[src/rtl/event_scheduler_pkg.sv]
// Shared types for the PHOLD event datapath: event word layout and scheduler states.
package event_scheduler_pkg;
  localparam int unsigned TW  = 13;
  localparam int unsigned LPW = 3;
  localparam int unsigned EW  = TW + LPW;

  typedef struct packed {
    logic [TW-1:0]  ts;
    logic [LPW-1:0] lp;
  } event_t;

  typedef enum logic [2:0] {IDLE, INIT, RUN, DRAIN, DONE} state_t;
endpackage

[src/rtl/event_scheduler_if.sv]
// Queue and core-array signals of the event scheduler; master is the scheduler side.
interface event_scheduler_if #(
  parameter int unsigned NCORE  = 4,
  parameter int unsigned QDEPTH = 16
);
  import event_scheduler_pkg::*;
  localparam int unsigned CW = $clog2(QDEPTH) + 1;

  logic                q_enq;
  event_t              q_enq_data;
  logic                q_deq;
  event_t              q_head;
  logic [CW-1:0]       q_count;
  logic [NCORE-1:0]    disp_vld;
  event_t              disp_data;
  logic [NCORE-1:0]    new_vld;
  logic [NCORE*EW-1:0] new_data;
  logic [NCORE-1:0]    new_ack;

  modport master (
    output q_enq, q_enq_data, q_deq, disp_vld, disp_data, new_ack,
    input  q_head, q_count, new_vld, new_data
  );
  modport slave (
    input  q_enq, q_enq_data, q_deq, disp_vld, disp_data, new_ack,
    output q_head, q_count, new_vld, new_data
  );
endinterface

[src/rtl/event_scheduler_rr_arb.sv]
// Round-robin arbiter: lowest requester at or after the pointer wins; pointer moves past the winner.
module rr_arb #(
  parameter int unsigned N = 4
) (
  input  logic         clk,
  input  logic         rst_n,
  input  logic [N-1:0] req,
  input  logic         adv,
  output logic [N-1:0] gnt,
  output logic         vld
);
  localparam int unsigned PW = (N > 1) ? $clog2(N) : 1;

  logic [PW-1:0] ptr;
  logic [PW-1:0] sel;
  logic [PW-1:0] k;

  always_comb begin
    gnt = '0;
    vld = 1'b0;
    sel = ptr;
    k   = '0;
    for (int unsigned i = 0; i < N; i++) begin
      k = PW'((32'(ptr) + i) % N);
      if (!vld && req[k]) begin
        gnt[k] = 1'b1;
        sel    = k;
        vld    = 1'b1;
      end
    end
  end

  always_ff @(posedge clk or negedge rst_n) begin
    if (!rst_n) begin
      ptr <= '0;
    end else if (adv && vld) begin
      ptr <= (sel == PW'(N - 1)) ? '0 : sel + PW'(1);
    end
  end
endmodule

[src/rtl/event_scheduler.sv]
// PHOLD scheduler: seeds the queue, arbitrates core events into it, dispatches to idle cores,
// tracks GVT and drains in-flight work before signalling done.
module event_scheduler
  import event_scheduler_pkg::*;
#(
  parameter int unsigned NCORE  = 4,
  parameter int unsigned NLP    = 8,
  parameter int unsigned QDEPTH = 16
) (
  input  logic                clk,
  input  logic                rst_n,
  input  logic                start,
  input  logic [TW-1:0]       end_time,
  output logic                done,
  output logic [TW-1:0]       gvt,
  output logic                causality_err,
  event_scheduler_if.master   bus
);
  localparam int unsigned CW = $clog2(QDEPTH) + 1;
  localparam logic [CW-1:0] QCAP = CW'(QDEPTH);

  state_t           state, state_nxt;
  logic [LPW-1:0]   init_cnt;
  logic [NCORE-1:0] busy;
  logic [TW-1:0]    inflight [NCORE];
  event_t           new_ev [NCORE];
  event_t           enq_sel;
  logic [NCORE-1:0] recv_req, recv_gnt, disp_req, disp_gnt;
  logic             recv_vld, disp_go;
  logic             min_v;
  logic [TW-1:0]    min_t;

  function automatic logic [TW:0] gvt_min(
    input logic [NCORE-1:0] b,
    input logic [TW-1:0]    t [NCORE],
    input logic             hv,
    input logic [TW-1:0]    ht
  );
    logic [TW-1:0] m;
    logic          v;
    m = ht;
    v = hv;
    for (int unsigned i = 0; i < NCORE; i++) begin
      if (b[i] && (!v || t[i] < m)) begin
        m = t[i];
        v = 1'b1;
      end
    end
    return {v, m};
  endfunction

  always_comb begin
    enq_sel = '0;
    for (int unsigned i = 0; i < NCORE; i++) begin
      new_ev[i] = bus.new_data[i*EW +: EW];
      if (recv_gnt[i]) enq_sel = new_ev[i];
    end
  end

  // Enqueue outranks dispatch, so the dispatch arbiter only sees requests when nothing was acked.
  assign recv_req = ((state == RUN || state == DRAIN) && bus.q_count < QCAP) ? bus.new_vld : '0;
  assign disp_req = (state == RUN && !recv_vld && bus.q_count != '0 && gvt <= end_time)
                    ? ~busy : '0;

  rr_arb #(.N(NCORE)) u_recv_arb (
    .clk(clk), .rst_n(rst_n), .req(recv_req), .adv(recv_vld), .gnt(recv_gnt), .vld(recv_vld)
  );

  rr_arb #(.N(NCORE)) u_disp_arb (
    .clk(clk), .rst_n(rst_n), .req(disp_req), .adv(disp_go), .gnt(disp_gnt), .vld(disp_go)
  );

  always_comb begin
    {min_v, min_t} = gvt_min(busy, inflight, bus.q_count != '0, bus.q_head.ts);
  end

  always_comb begin
    state_nxt      = state;
    bus.q_enq      = 1'b0;
    bus.q_enq_data = '0;
    bus.q_deq      = 1'b0;
    bus.disp_vld   = '0;
    bus.disp_data  = '0;
    bus.new_ack    = '0;
    done           = 1'b0;
    if (recv_vld) begin
      bus.new_ack    = recv_gnt;
      bus.q_enq      = 1'b1;
      bus.q_enq_data = enq_sel;
    end
    if (disp_go) begin
      bus.disp_vld  = disp_gnt;
      bus.q_deq     = 1'b1;
      bus.disp_data = bus.q_head;
    end
    case (state)
      IDLE:    if (start) state_nxt = INIT;
      INIT: begin
        bus.q_enq      = 1'b1;
        bus.q_enq_data = '{ts: '0, lp: init_cnt};
        if (init_cnt == LPW'(NLP - 1)) state_nxt = RUN;
      end
      RUN:     if (gvt > end_time) state_nxt = DRAIN;
      DRAIN:   if (busy == '0 && bus.new_vld == '0) state_nxt = DONE;
      DONE: begin
        done      = 1'b1;
        state_nxt = IDLE;
      end
      default: state_nxt = IDLE;
    endcase
  end

  always_ff @(posedge clk or negedge rst_n) begin
    if (!rst_n) begin
      state         <= IDLE;
      init_cnt      <= '0;
      busy          <= '0;
      gvt           <= '0;
      causality_err <= 1'b0;
      for (int unsigned i = 0; i < NCORE; i++) inflight[i] <= '0;
    end else begin
      state <= state_nxt;
      if (state == INIT) init_cnt <= init_cnt + LPW'(1);
      else               init_cnt <= '0;
      // Ack clears before dispatch sets, so a same-cycle set on one core wins.
      busy <= (busy & ~recv_gnt) | disp_gnt;
      for (int unsigned i = 0; i < NCORE; i++) begin
        if (disp_gnt[i]) inflight[i] <= bus.q_head.ts;
      end
      if (min_v && !(state == RUN && min_t < gvt)) gvt <= min_t;
      if (state == IDLE && start)                     causality_err <= 1'b0;
      else if (recv_vld && enq_sel.ts < gvt)          causality_err <= 1'b1;
    end
  end
endmodule
[src/flat_wrapper.sv]
// flat-port wrapper written by rule: the top's interface ports become plain ports
module event_scheduler_flat import event_scheduler_pkg::*;
#(
  parameter int unsigned NCORE  = 4,
  parameter int unsigned NLP    = 8,
  parameter int unsigned QDEPTH = 16
)
  (clk, rst_n, start, end_time, done, gvt, causality_err, bus_q_enq, bus_q_enq_data, bus_q_deq, bus_disp_vld, bus_disp_data, bus_new_ack, bus_q_head, bus_q_count, bus_new_vld, bus_new_data);
  event_scheduler_if #(.NCORE(NCORE), .QDEPTH(QDEPTH)) bus_i ();
  input  logic clk;
  input  logic rst_n;
  input  logic start;
  input  logic [TW-1:0] end_time;
  output logic done;
  output logic [TW-1:0] gvt;
  output logic causality_err;
  output wire logic [$bits(bus_i.q_enq)-1:0] bus_q_enq;
  output wire logic [$bits(bus_i.q_enq_data)-1:0] bus_q_enq_data;
  output wire logic [$bits(bus_i.q_deq)-1:0] bus_q_deq;
  output wire logic [$bits(bus_i.disp_vld)-1:0] bus_disp_vld;
  output wire logic [$bits(bus_i.disp_data)-1:0] bus_disp_data;
  output wire logic [$bits(bus_i.new_ack)-1:0] bus_new_ack;
  input wire logic [$bits(bus_i.q_head)-1:0] bus_q_head;
  input wire logic [$bits(bus_i.q_count)-1:0] bus_q_count;
  input wire logic [$bits(bus_i.new_vld)-1:0] bus_new_vld;
  input wire logic [$bits(bus_i.new_data)-1:0] bus_new_data;
  assign bus_q_enq = bus_i.q_enq;
  assign bus_q_enq_data = bus_i.q_enq_data;
  assign bus_q_deq = bus_i.q_deq;
  assign bus_disp_vld = bus_i.disp_vld;
  assign bus_disp_data = bus_i.disp_data;
  assign bus_new_ack = bus_i.new_ack;
  assign bus_i.q_head = bus_q_head;
  assign bus_i.q_count = bus_q_count;
  assign bus_i.new_vld = bus_new_vld;
  assign bus_i.new_data = bus_new_data;
  event_scheduler #(.NCORE(NCORE), .NLP(NLP), .QDEPTH(QDEPTH)) u_core (.clk(clk), .rst_n(rst_n), .start(start), .end_time(end_time), .done(done), .gvt(gvt), .causality_err(causality_err), .bus(bus_i));
endmodule
[config.mk]
export PLATFORM = sky130hd
export DESIGN_NAME = event_scheduler_flat
export DESIGN_NICKNAME = d
export VERILOG_FILES = /design/src/rtl/event_scheduler_pkg.sv /design/src/rtl/event_scheduler_if.sv /design/src/rtl/event_scheduler_rr_arb.sv /design/src/rtl/event_scheduler.sv /design/src/flat_wrapper.sv
export SDC_FILE = /design/constraint.sdc
export NUM_CORES = 1
export LEC_CHECK = 0
export CORE_ASPECT_RATIO = 1.2
export CORE_MARGIN = 4
export CORE_UTILIZATION = 47
export DETAILED_ROUTE_END_ITERATION = 12
export PLACE_DENSITY = 0.83
export REMOVE_ABC_BUFFERS = 1
export SLEW_MARGIN = 25
export SYNTH_ARGS = -nofsm -noshare
export SYNTH_HDL_FRONTEND = slang
export SYNTH_SLANG_ARGS = --single-unit
[constraint.sdc]
create_clock -name clk -period 13.05 [get_ports clk]
set_input_delay 1.9575 -clock clk [delete_from_list [all_inputs] [get_ports clk]]
set_output_delay 1.9575 -clock clk [all_outputs]
set_load 0.005 [all_outputs]
* Word level (Yosys, flattened, before mapping)
Cells that the tools add are included.
Word-level totals: register bits after elaboration 80, input bits 105, output and inout port bits 57, logic and storage cells 203
Operators by class: add/sub/neg operators 9, $lt $le $gt $ge 25, equal/unequal tests 11, muxes and demuxes 87, bitwise logic cells 10, reduce and logical (&&, ||, !) cells 50
Operators by type and width (count):
- 16-bit 2-to-1 mux | 7
- 13-bit < comparator | 6
- 13-bit 2-to-1 mux | 4
- 4-bit 2-to-1 mux | 12
- 1-bit 2-to-1 mux | 34
- 4-bit bitwise OR | 7
- 1-bit logical AND | 27
- 2-bit by 3-bit < comparator with 1-bit output (second input constant) | 8
- 1-bit binary-select mux with 2-bit select | 8
- 1-bit demux with 2-bit select | 8
- 2-bit by 1-bit greater-or-equal comparator with 1-bit output (second input constant) | 8
- 2-bit 2-to-1 mux | 8
- 3-bit 2-to-1 mux | 5
- 13-bit > comparator | 1
- 13-bit less-or-equal comparator | 1
- 1-bit logical NOT | 12
- 3-bit one-hot mux with 4 select lines | 1
- 2-bit by 1-bit adder with 2-bit output (second input constant) | 4
- 2-bit adder (second input constant) | 4
- 4-bit logical NOT | 2
- 4-bit NOT | 2
- 3-bit by 2-bit equality test with 1-bit output (second input constant) | 2
- 3-bit equality test (second input constant) | 2
- 2-bit != test (second input constant) | 3
- other kinds (11) | 16

* Logic depth before layout (Yosys ltp)
Gate-level depths: netlist of the first run.
word-level depth 35, gate-level depth with buffers 53, mapped depth without buffers 48

* Cells and area by module
A second synthesis of the first run with hierarchy kept.
Second synthesis, totals: cells, all modules 852, area total of the unflattened synthesis 7707.4 um^2
By module, submodules not included:
- event_scheduler | instances 1, cells each 745, area an instance 6696.4 um^2, seq. area each 1901.8 um^2
- rr_arb (u_core.u_recv_arb) | instances 1, cells each 54, area an instance 511.7 um^2, seq. area each 50.0 um^2
- rr_arb (u_core.u_disp_arb) | instances 1, cells each 53, area an instance 499.2 um^2, seq. area each 50.0 um^2

* Worst setup path after synthesis of the first run
OpenSTA, ideal clock, no wires.
kind input-to-reg, start point input bus_q_head[13], end point register u_core.gvt[11], library setup time 0.125 ns, arrival time 10.660 ns, data required time 12.925 ns, slack 2.265 ns, cell stages on the path 44, path buffers 5, cell sequence inv_1 ha_1 a211oi_1 nor2_1 a2111oi_2 o32ai_2 buf_2 mux2i_1 ha_1 nand4_1 nor4b_1 o221ai_1 o22ai_4 clkbuf_1 nor2_1 a21oi_1 inv_1 ha_1 [8 not listed] nor2b_1 o21ai_0 nand2b_1 a21oi_1 nor2b_1 o21ai_0 nand3b_1 a21oi_1 o21a_1 a31o_4 buf_6 mux2i_1 ha_1 nand4_1 or4b_2 o21ai_2 buf_4 mux2_2
Between the ends: longest elaborated chain between the ends 20, elaborated cells on any way between the ends 27, classes of those cells order compare: 5; mux: 8; reduce/logical: 14
RTL lines:
- start, declared | line flat_wrapper.sv:23 | input wire logic [$bits(bus_i.q_head)-1:0] bus_q_head;
- 13-bit < comparator | line event_scheduler.sv:44 | if (b[i] && (!v || t[i] < m)) begin
- 1-bit logical OR | line event_scheduler.sv:44
- 1-bit logical AND | line event_scheduler.sv:44
- 13-bit 2-to-1 mux or 1-bit 2-to-1 mux (tied branches) | line event_scheduler.sv:44
- 13-bit < comparator or 1-bit logical NOT (tied branches) | line event_scheduler.sv:44
- 1-bit logical OR | line event_scheduler.sv:44
- 1-bit logical AND | line event_scheduler.sv:44
- 13-bit 2-to-1 mux or 1-bit 2-to-1 mux (tied branches) | line event_scheduler.sv:44
- [5 not listed]
- 1-bit logical OR | line event_scheduler.sv:44
- 1-bit logical AND | line event_scheduler.sv:44
- 13-bit 2-to-1 mux (*) | line event_scheduler.sv:44
- named net u_core.min_t[12] | line event_scheduler.sv:31 | logic [TW-1:0] min_t;
- 13-bit < comparator (*) | line event_scheduler.sv:130 | if (min_v && !(state == RUN && min_t < gvt)) gvt <= min_t;
- 1-bit logical AND (*) | line event_scheduler.sv:130
- 1-bit logical NOT (*) | line event_scheduler.sv:130
- 1-bit logical AND (*) | line event_scheduler.sv:130
- end signal, assigned | line event_scheduler.sv:130
- end, declared | line event_scheduler.sv:15 | output logic [TW-1:0] gvt,
The timed path passes the listed nets; every way through them passes the cells marked *. A chain may end at the register's enable or synchronous reset.

* Worst setup path in the final report of the first run
start point input bus_q_head[13], end point register u_core.gvt[5]
Between the ends: longest elaborated chain between the ends 20, elaborated cells on any way between the ends 27, classes of those cells order compare: 5; mux: 8; reduce/logical: 14
RTL lines (line):
- 13-bit < comparator | event_scheduler.sv:44
- 1-bit logical OR | event_scheduler.sv:44
- 1-bit logical AND | event_scheduler.sv:44
- 13-bit 2-to-1 mux or 1-bit 2-to-1 mux (tied branches) | event_scheduler.sv:44
- 13-bit < comparator or 1-bit logical NOT (tied branches) | event_scheduler.sv:44
- 1-bit logical OR | event_scheduler.sv:44
- 1-bit logical AND | event_scheduler.sv:44
- 13-bit 2-to-1 mux or 1-bit 2-to-1 mux (tied branches) | event_scheduler.sv:44
- [5 not listed]
- 1-bit logical OR | event_scheduler.sv:44
- 1-bit logical AND | event_scheduler.sv:44
- 13-bit 2-to-1 mux (*) | event_scheduler.sv:44
- named net u_core.min_t[5] | event_scheduler.sv:31
- 13-bit < comparator | event_scheduler.sv:130
- 1-bit logical AND | event_scheduler.sv:130
- 1-bit logical NOT | event_scheduler.sv:130
- 1-bit logical AND | event_scheduler.sv:130
Marks and branches as above.

==> flow_summary.ini, run 1 <==
[job]
maxCapViolations = 0

[die]
pin_count = 162
initial_core_util_pct = 47.6
die_y_um = 146
core_area_um2 = 15600
die-area_um2 = 17900
core.rowCount = 50
die_w_um = 123

[power_and_ir_drop]
switching_share_pct = 44.7
p_per_area_nw_per_um2 = 242
power_mw = 2.32
p_sw_mw = 1.04
seqPwrFrac_pct = 22.8
power.leakage_nw = 4.34
p_int_mw = 1.28
power_frac_comb_pct = 66.2
ir_worst_vdd_v = 0.0000902
clkPwrFrac_pct = 11.0

[sta]
max_freq_mhz = 80.9
finalCritPeriodShare_pct = 94.7
hold_viol_final = 0
slew_headroom_pct = 30.7
final-setup-viol-count = 0
worst_pin_slew_ps = 1040
period_needed_ps = 12350
skew_ps = 8.54
worst_hold_slack_ps = 451
maxSlewViolCount = 0

[detailed_routing]
drt_iter0_markers = 438
drt-pass1-iter-count = 6
top_layer = met4
wl_met3_um = 1860
routed_wl_um = 21900
wl_met1_um = 8470
route.met2.wl_um = 10800
viasPerCell = 5.94
final_antenna_net_count = 0
routedWlPerCell_um = 18.4
dr_total_vias = 7054
drc_errors = 0

[global_routing]
antenna_found_initial = 0
gr-usage-all-layers_pct = 23.3
grt_pass1_wl_um = 33800
grt_start_max_net_pins = 81
grt_pass1_vias = 6869
grt_overflow_total = 0

[final_layout]
antenna_cells = 0
layout-drive-gt1-share_pct = 10.6
layout.nets = 1174
multi_input_area_um2 = 5040
final_cell_mix = clkdlybuf4s50_1, ha_1, dfrtp_1
final_common_cell = clkdlybuf4s50_1
seqCellArea_um2 = 2000
syn2layout_area_growth_pct = 29.6
n_fill_cell = 1277

[setup_path]
cp.arrival_ps = 12570
cpMostUsedCell = ha_1
slowest_stage = or4b_2
cp.required_ps = 13270
worst_setup_path_end_kind = flip-flop
crit_fanout = 13
slowest_delay_ps = 690
worstSetupPathType = in -> reg
critPathLaunchType = input pin

[synthesis]
synth_edf_count = 0
synth_cells = 819
syn_avg_cell_area_um2 = 9.06
synth_top_family_by_area = compound AO/OA/AOI/OAI gates
netlist_top_cells_area = dfrtp_1, ha_1, mux2i_1
yosysWarnings = 0
seq_area_frac_synth_pct = 27.0
netlist_area_um2 = 7420
synth_seq_cells = 80
yosys.area.top_type_share_pct = 27.0
synth_xor_area_share_pct = 1.18
synth-adder-area-share_pct = 16.0
yosys.area.top_type = dfrtp_1
synth_top_flop_cell = dfrtp_1
yosys-mux-area-fraction_pct = 17.0
synth-compound-area-share_pct = 19.2
ys_types = 73
synthArstFlopShare_pct = 100
synthSimpleGateAreaFrac_pct = 13.8

[clock_tree]
path_clk_slew_ps = 70
clk_path_buf_depth = 2
cts_tree = built
cts_buffers = 9
clock_latency_ps = 340
ctsHtreeMaxLevel = 3
cts_sinks = 80
root_buffer = clkbuf_16

[min_path]
min_path_type = reg -> reg

[place]
gp_congestion = 0.926
port_buffers = 161
hpwl_um = 17000

[run_status]
outcome = finished, final reports clean
==> cell usage after synthesis (all sizes together) (2+ instances only) <==
cell type and n:
a2111oi 5, a211oi 5, a21o 20, a21oi 53, a221o 2, a221oi 19, a22oi 7, a311oi 2
and2 8, and3 3, and4 2, buf 6, clkbuf 27, clkinv 2, dfrtp 80, ha 95
inv 75, mux2 54, mux2i 58, mux4 3, nand2 50, nand2b 2, nand3 8, nand3b 2
nand4 11, nor2 69, nor2b 17, nor3 24, nor3b 2, nor4 5, nor4b 2, o211a 3
o211ai 3, o21a 10, o21ai 23, o22ai 4, o31ai 26, o32ai 2, o41ai 2, or4 2
xnor2 8, xor2 2
==> worst paths after layout <==
kind                                     start                   to  slack [ps]  cells past startpoint
max in group asynchronous                rst_n  u_core.inflight[33]       10890                      1
hold / removal              u_core.init_cnt[0]   u_core.init_cnt[0]         450                      1
hold reg to reg             u_core.init_cnt[0]   u_core.init_cnt[0]         450                      1
min in group asynchronous                rst_n  u_core.inflight[27]        1670                      1
setup / recovery                bus_q_head[13]        u_core.gvt[5]         700                     45
setup reg to reg           u_core.inflight[49]        u_core.gvt[5]        2640                     43
==> registers in the layout, summed over array words and instances (netlist names) <==
| register | cells |
|---|---|
| u_core.busy | 4 |
| u_core.causality_err | 1 |
| u_core.gvt | 13 |
| u_core.inflight | 52 |
| u_core.init_cnt | 3 |
| u_core.state | 3 |
| u_core.u_disp_arb.ptr | 2 |
| u_core.u_recv_arb.ptr | 2 |
==> critical path: cells and delay by family <==
family | cells | cell delay [ps]
fa+ha+maj | 5 | 1110
mux | 5 | 1420
simple gates | 10 | 1520
buf+inv | 5 | 1260
compound gates | 20 | 5290
==> cells by family (layout without fill, tap and decap cells) <==
| logic type | count (synthesis) | after routing |
|---|---|---|
| compound gates | 198 | 199 |
| flops | 80 | 80 |
| simple gates | 211 | 211 |
| buf+inv | 110 | 269 |
| mux | 115 | 115 |
| xor+xnor | 10 | 10 |
| fa+ha+maj | 95 | 95 |
==> power by group through the flow <==
stage / registers (mW) / clock network (mW) / logic, mW
after floorplan: 0.475 / 0 / 0.997
after global placement: 0.519 / 0 / 1.46
after detailed placement: 0.527 / 0 / 1.51
after CTS: 0.525 / 0.259 / 1.52
after global routing: 0.547 / 0.270 / 1.72
final: 0.530 / 0.256 / 1.54
==> layer usage <==
layer / track usage, % / up-vias
met5: 0 / -
met2: 40.2 / 297
li1: - / 3326
met4: 10.3 / 0
met1: 27.7 / 3383
met3: 4.35 / 48
==> metrics by stage <==
stage | worst slack [ps] | utilization [%] | cells | setup TNS, ps | instance area (um^2)
after floorplan | 1850 | - | 786 | 0 | 7280
after global placement | 473 | 59.4 | 1166 | 0 | 9250
after detailed placement | 108 | 59.4 | 1166 | 0 | 9250
after CTS | 414 | 61.3 | 1182 | 0 | 9550
after global routing | -3.03 | 61.7 | 1187 | -3.03 | 9620
final | 696 | 61.7 | 1187 | 0 | 9620
==> timing repair <==
item,CTS,global route
buffers inserted,0,4
hold buffers,0,0
setup endpoints to repair,0,13
endpoints found under the hold margin,0,0
gates resized for setup,0,2
==> final cells by class <==
type | instances | share of cell area, %
multi-input cells | 630 | 52.4
flip-flops and latches | 80 | 20.8
repair buffers | 176 | 17.9
inverters | 77 | 3.01
well taps | 208 | 2.71
clock buffers | 9 | 2.34
clock inverters | 7 | 0.820
Power figures use the tool's default switching activity.
==> run 2, diff against run 1 <==
--- a/config.mk
+++ b/config.mk
@@ -5,11 +5,13 @@
 export SDC_FILE = /design/constraint.sdc
 export NUM_CORES = 1
 export LEC_CHECK = 0
+export ABC_AREA = 1
 export CORE_ASPECT_RATIO = 1.2
 export CORE_MARGIN = 4
 export CORE_UTILIZATION = 47
 export DETAILED_ROUTE_END_ITERATION = 12
-export PLACE_DENSITY = 0.83
+export DONT_BUFFER_PORTS = 1
+export PLACE_DENSITY = 0.7
 export REMOVE_ABC_BUFFERS = 1
 export SLEW_MARGIN = 25
 export SYNTH_ARGS = -nofsm -noshare
==> constraint.sdc (replaced) <==
create_clock -name clk -period 15.94 [get_ports clk]
set_input_delay 2.391 -clock clk [delete_from_list [all_inputs] [get_ports clk]]
set_output_delay 2.391 -clock clk [all_outputs]
set_load 0.005 [all_outputs]
==> run 2 against run 1 <==
Via count decreased by 3.4%. Critical path type unchanged. Hold slack improved by 3.9 ps. Clock skew rose by 2.2 ps. Sequential cell count unchanged. Routed wire length decreased by 11%. Synthesized cell count rose by 30%.
==> flow_summary.ini, run 2 <==
[run_status]
outcome = finished, final reports clean

[synthesis]
synth_edf_count = 0
netlist_area_um2 = 7210
synth_cells = 1061
synthArstFlopShare_pct = 100
synth_seq_cells = 80
ys_types = 39
synth_common_cells = nand2_1, inv_1, a21oi_1
seq_area_frac_synth_pct = 27.8
syn_avg_cell_area_um2 = 6.79
synthMostInstantiatedCell = nand2_1
yosysWarnings = 0
netlist_top_cells_area = dfrtp_1, ha_1, nand2_1
yosys.area.top_type = dfrtp_1
synth_top_flop_cell = dfrtp_1
yosys.area.top_type_share_pct = 27.8

[detailed_routing]
drt_iter0_markers = 452
dr_total_vias = 6817
drt-pass1-iter-count = 5
routedWlPerCell_um = 15.5
viasPerCell = 5.41
routed_wl_um = 19500
drc_errors = 0
final_antenna_net_count = 0

[global_routing]
grt_pass1_wl_um = 30700
antenna_found_initial = 1
grt_overflow_total = 0
gr-usage-all-layers_pct = 21.8
grt_pass1_vias = 6405
grt_start_max_net_pins = 81

[final_layout]
final_common_cell = nand2_1
top_regs = u_core.inflight x52, u_core.gvt x13, u_core.busy x4
largest_reg_flops = 52
final_cell_mix = nand2_1, inv_1, a21oi_1
multi_input_area_um2 = 4560
syn2layout_area_growth_pct = 6.37
regMostFlops = u_core.inflight
seqCellArea_um2 = 2000
n_fill_cell = 1522
layout.nets = 1249
layout-drive-gt1-share_pct = 3.80

[die]
die-area_um2 = 17400
pin_count = 162
core_area_um2 = 15000
core.rowCount = 49
die_y_um = 144
die_w_um = 121
initial_core_util_pct = 48.0

[clock_tree]
hold_buffers = 0
clk_path_buf_depth = 2
post_cts_buffers = 0
root_buffer = clkbuf_16
clock_latency_ps = 350
cts_buffers = 9
ctsResizeCount = 0
cts_sinks = 80
cts_tree = built
ctsHtreeMaxLevel = 3
path_clk_slew_ps = 70

[job]
maxCapViolations = 0

[setup_path]
worstSetupPathType = in -> reg
path_delay_family = simple AND/OR/NAND/NOR gates
reg2reg_slack_ps = 7710
slowest_delay_ps = 410
crit_fanout = 25
cp.required_ps = 16210
slowest_stage = o21ai_0
worst_setup_path_end_kind = flip-flop
crit_buf_inv = 4
critPathLaunchType = input pin
cpMostUsedCell = nand2_1
cp.arrival_ps = 10300

[sta]
slew_headroom_pct = 38.3
max_freq_mhz = 99.8
finalCritPeriodShare_pct = 62.9
setup_tns_ps = 0
rsz0062_at_grt = no
period_needed_ps = 10020
final-setup-viol-count = 0
worst_hold_slack_ps = 454
worst_pin_slew_ps = 920
maxSlewViolCount = 0
skew_ps = 10.7
hold_viol_final = 0

[place]
hpwl_um = 15800
gp_congestion = 0.922
port_buffers = 0

[min_path]
min_path_type = reg -> reg
-- run 2: changes by cell type after synthesis, sizes merged, moves of 25 or more --
cell	previous run	this run
a21oi	53	118
o31ai	26	1
nand2	50	249
mux2i	58	0
inv	75	128
mux2	54	0
nor2	69	116
nand3	8	79
o21ai	23	103
-- run 2: layout make-up --
class / instances / area share [%]
multi-input cells: 818 / 59.4
well taps: 204 / 3.33
repair buffers: 7 / 0.685
flip-flops and latches: 80 / 26.1
clock inverters: 5 / 0.734
diodes: 1 / 0.0326
inverters: 133 / 6.51
clock buffers: 11 / 3.17
-- run 2: path summary, 6_finish.rpt --
check | startpoint | endpoint | cells past startpoint
max in group asynchronous | rst_n | u_core.inflight[17] | 0
worst max register to register | u_core.inflight[51] | u_core.gvt[12] | 50
worst min register to register | u_core.init_cnt[0] | u_core.init_cnt[0] | 1
worst min-delay path | u_core.init_cnt[0] | u_core.init_cnt[0] | 1
min in group asynchronous | rst_n | u_core.gvt[11] | 0
worst max-delay path | bus_q_head[15] | u_core.gvt[12] | 52
-- run 2: through the flow --
stage,worst slack (ps),cell area (um^2),util (%),std cells
floorplan,6930,7060,-,1031
detailed placement,5520,7370,49.0,1242
global route,5090,7670,51.0,1259
CTS,5860,7660,51.0,1258
finish,5920,7670,51.0,1259
global placement,5640,7370,49.0,1242
-- run 2: kinds of logic after synthesis --
group	after synthesis	synth area share (%)
AOI/OAI and AO/OA	258	19.5
xor gates and xnor gates	3	0.365
adders and majority gates	95	16.5
buffers and inverters	163	9.01
DFF	80	27.8
and+or+nand+nor	462	26.9
-- run 2: routing by layer --
layer	wire, um	part of all wire, %	GRT usage [%]
met1	8410	43	25.7
met2	9600	49	40.3
met3	1130	5.8	4.13
met4	352	1.8	6.09
met5	0	0	0
-- run 2: worst register-to-register path: cells and delay by family, from the launching register on --
kind / cells / cell delay (ps)
AOI/OAI and AO/OA: 10 / 2120
adders and majority gates: 5 / 1590
DFF: 1 / 400
buffers and inverters: 2 / 360
and+or+nand+nor: 33 / 3690
Power of run 2 is left out: the tool's default activity adds up to more than one toggle a clock period on the data nets, which glitch-free logic cannot reach.
==> run 3, diff against run 2 <==
--- a/config.mk
+++ b/config.mk
@@ -11,7 +11,7 @@
 export CORE_UTILIZATION = 47
 export DETAILED_ROUTE_END_ITERATION = 12
 export DONT_BUFFER_PORTS = 1
-export PLACE_DENSITY = 0.7
+export PLACE_DENSITY = 0.72
 export REMOVE_ABC_BUFFERS = 1
 export SLEW_MARGIN = 25
 export SYNTH_ARGS = -nofsm -noshare
==> constraint.sdc (replaced) <==
create_clock -name clk -period 8.3 [get_ports clk]
set_input_delay 1.245 -clock clk [delete_from_list [all_inputs] [get_ports clk]]
set_output_delay 1.245 -clock clk [all_outputs]
set_load 0.005 [all_outputs]
==> run 3 against run 2 <==
Global-route usage up 1.2 points. First-iteration DRC count down 30%. Final cell count up 2.5%. Register-to-register slack worse by 6700 ps. Sequential share of layout area down 1.2 points. Setup slack worse by 5400 ps. Non-clock buffer count up 31. Core utilization up 2.4 points. Critical path depth down 2. Die area unchanged. Hold slack worse by 6.9 ps.
==> flow_summary.ini, run 3 (synthesized netlist as in run 2, its figures left out) <==
[run_status]
outcome = finished, final reports clean

[detailed_routing]
routed_wl_um = 20000
viasPerCell = 5.36
final_antenna_net_count = 0
dr_total_vias = 6914
drc_errors = 0
routedWlPerCell_um = 15.5
drt-pass1-iter-count = 5
drt_iter0_markers = 316

[sta]
slew_headroom_pct = 37.2
period_needed_ps = 7780
finalCritPeriodShare_pct = 93.8
worst_pin_slew_ps = 936
worst_slack_ps = 515
hold_viol_final = 0
maxSlewViolCount = 0
final-setup-viol-count = 0
max_freq_mhz = 128
skew_ps = 4.68
setup_tns_ps = 0

[setup_path]
critPathLaunchType = input pin
worst_setup_path_end_kind = flip-flop
crit-reg2reg-capture = u_core.gvt[12]
cpMostUsedCell = nand2_1
reg2reg_from = u_core.inflight[51]
crit_fanout = 21
slowest_delay_ps = 330
startpoint = bus_q_head[15]
reg2reg_depth = 51
worstSetupPathType = in -> reg
slowest_stage = a2111oi_2
cp.required_ps = 8530
reg2reg_slack_ps = 1030
worstSetupEndpoint = u_core.gvt[12]
cp.arrival_ps = 8020

[clock_tree]
cts_sinks = 80
ctsHtreeMaxLevel = 3
root_buffer = clkbuf_16
clock_latency_ps = 340
cts_tree = built
cts_buffers = 9
clk_path_buf_depth = 2
path_clk_slew_ps = 60

[global_routing]
gr-usage-all-layers_pct = 23.0
grt_pass1_wl_um = 32200
grt_start_max_net_pins = 81
antenna_found_initial = 0
grt_overflow_total = 0
grt_pass1_vias = 6560

[die]
die_y_um = 144
core_area_um2 = 15000
die_w_um = 121
die-area_um2 = 17400
pin_count = 162
core.rowCount = 49
initial_core_util_pct = 48.0

[final_layout]
fin_util_pct = 53.4
antenna_cells = 0
layout.nets = 1281
largest_reg_flops = 52
final_cell_mix = nand2_1, inv_1, a21oi_1
top_regs = u_core.inflight x52, u_core.gvt x13, u_core.busy x4
regMostFlops = u_core.inflight
layout-drive-gt1-share_pct = 8.56
syn2layout_area_growth_pct = 11.3
final_common_cell = nand2_1

[place]
hpwl_um = 15900
dp_slack_ps = -265
port_buffers = 0
gp_congestion = 0.906

[min_path]
min_path_type = reg -> reg

[job]
maxCapViolations = 0
-- run 3: cell types whose count changed in the layout (fill, tap and decap cells not counted), moves of 2 or more --
| cell | delta |
|---|---|
| buf_4 | +30 |
| nand2_4 | -2 |
| nor2_1 | -4 |
| clkinv_2 | -2 |
| a211oi_1 | -3 |
| o21ai_2 | +5 |
| a21oi_1 | -4 |
| o21ai_1 | +15 |
| clkinvlp_4 | +4 |
| a21oi_2 | +4 |
| o21ai_0 | -20 |
| nor2_2 | +4 |
| a211oi_2 | +3 |
| nand2_8 | +3 |
-- run 3: worst min path at each step --
stage | startpoint | end | slack (ps) | cells after the start
floorplan | u_core.init_cnt[0] | u_core.init_cnt[0] | 420 | 1
global placement | u_core.init_cnt[0] | u_core.init_cnt[0] | 440 | 1
detailed placement | u_core.init_cnt[0] | u_core.init_cnt[0] | 440 | 1
CTS | u_core.init_cnt[0] | u_core.init_cnt[0] | 450 | 1
global route | u_core.init_cnt[0] | u_core.init_cnt[0] | 480 | 1
finish | u_core.init_cnt[0] | u_core.init_cnt[0] | 450 | 1
-- run 3: per-layer routing --
metal / part of all wire, % / vias to the layer above / track usage, %
met3: 6.2 / 27 / 3.74
met4: 1.9 / 0 / 6.68
li1: - / 3584 / -
met5: 0 / - / 0
met2: 50 / 194 / 42.5
met1: 42 / 3109 / 27.3
-- run 3: area by class of cell --
cell class                      instances  area [um^2]
Clock buffer                           10          239
Inverter                              133          503
Tap cell                              204          255
Timing Repair Buffer                   38          289
Clock inverter                          6         68.8
Multi-Input combinational cell        818         4660
Fill cell                            1466         7000
Timing Repair inverter                  1         5.00
Sequential cell                        80         2000
-- run 3: stage by stage --
| step | area [um^2] | hold WS [ps] | cells |
|---|---|---|---|
| final | 8020 | 447 | 1290 |
| after global routing | 8020 | 477 | 1290 |
| after CTS | 7890 | 451 | 1287 |
| after detailed placement | 7580 | 442 | 1271 |
| after global placement | 7580 | 442 | 1271 |
| after floorplan | 7060 | 422 | 1031 |
-- run 3: timing repair --
item / 4_1_cts / 5_1_grt
buffers inserted: 0 / 2
endpoints found under the setup margin: 13 / 13
hold buffers: 0 / 0
pin swaps: 0 / 4
resized for setup: 1 / 45
gates cloned: 0 / 1
-- run 3: worst max-delay path: cells and delay by family --
family                     cells  cell delay [ps]
AOI/OAI and AO/OA             10             1870
adders and majority gates      5             1520
buffers and inverters          5              580
and+or+nand+nor               30             2770
Power of run 3 is left out for the same reason.
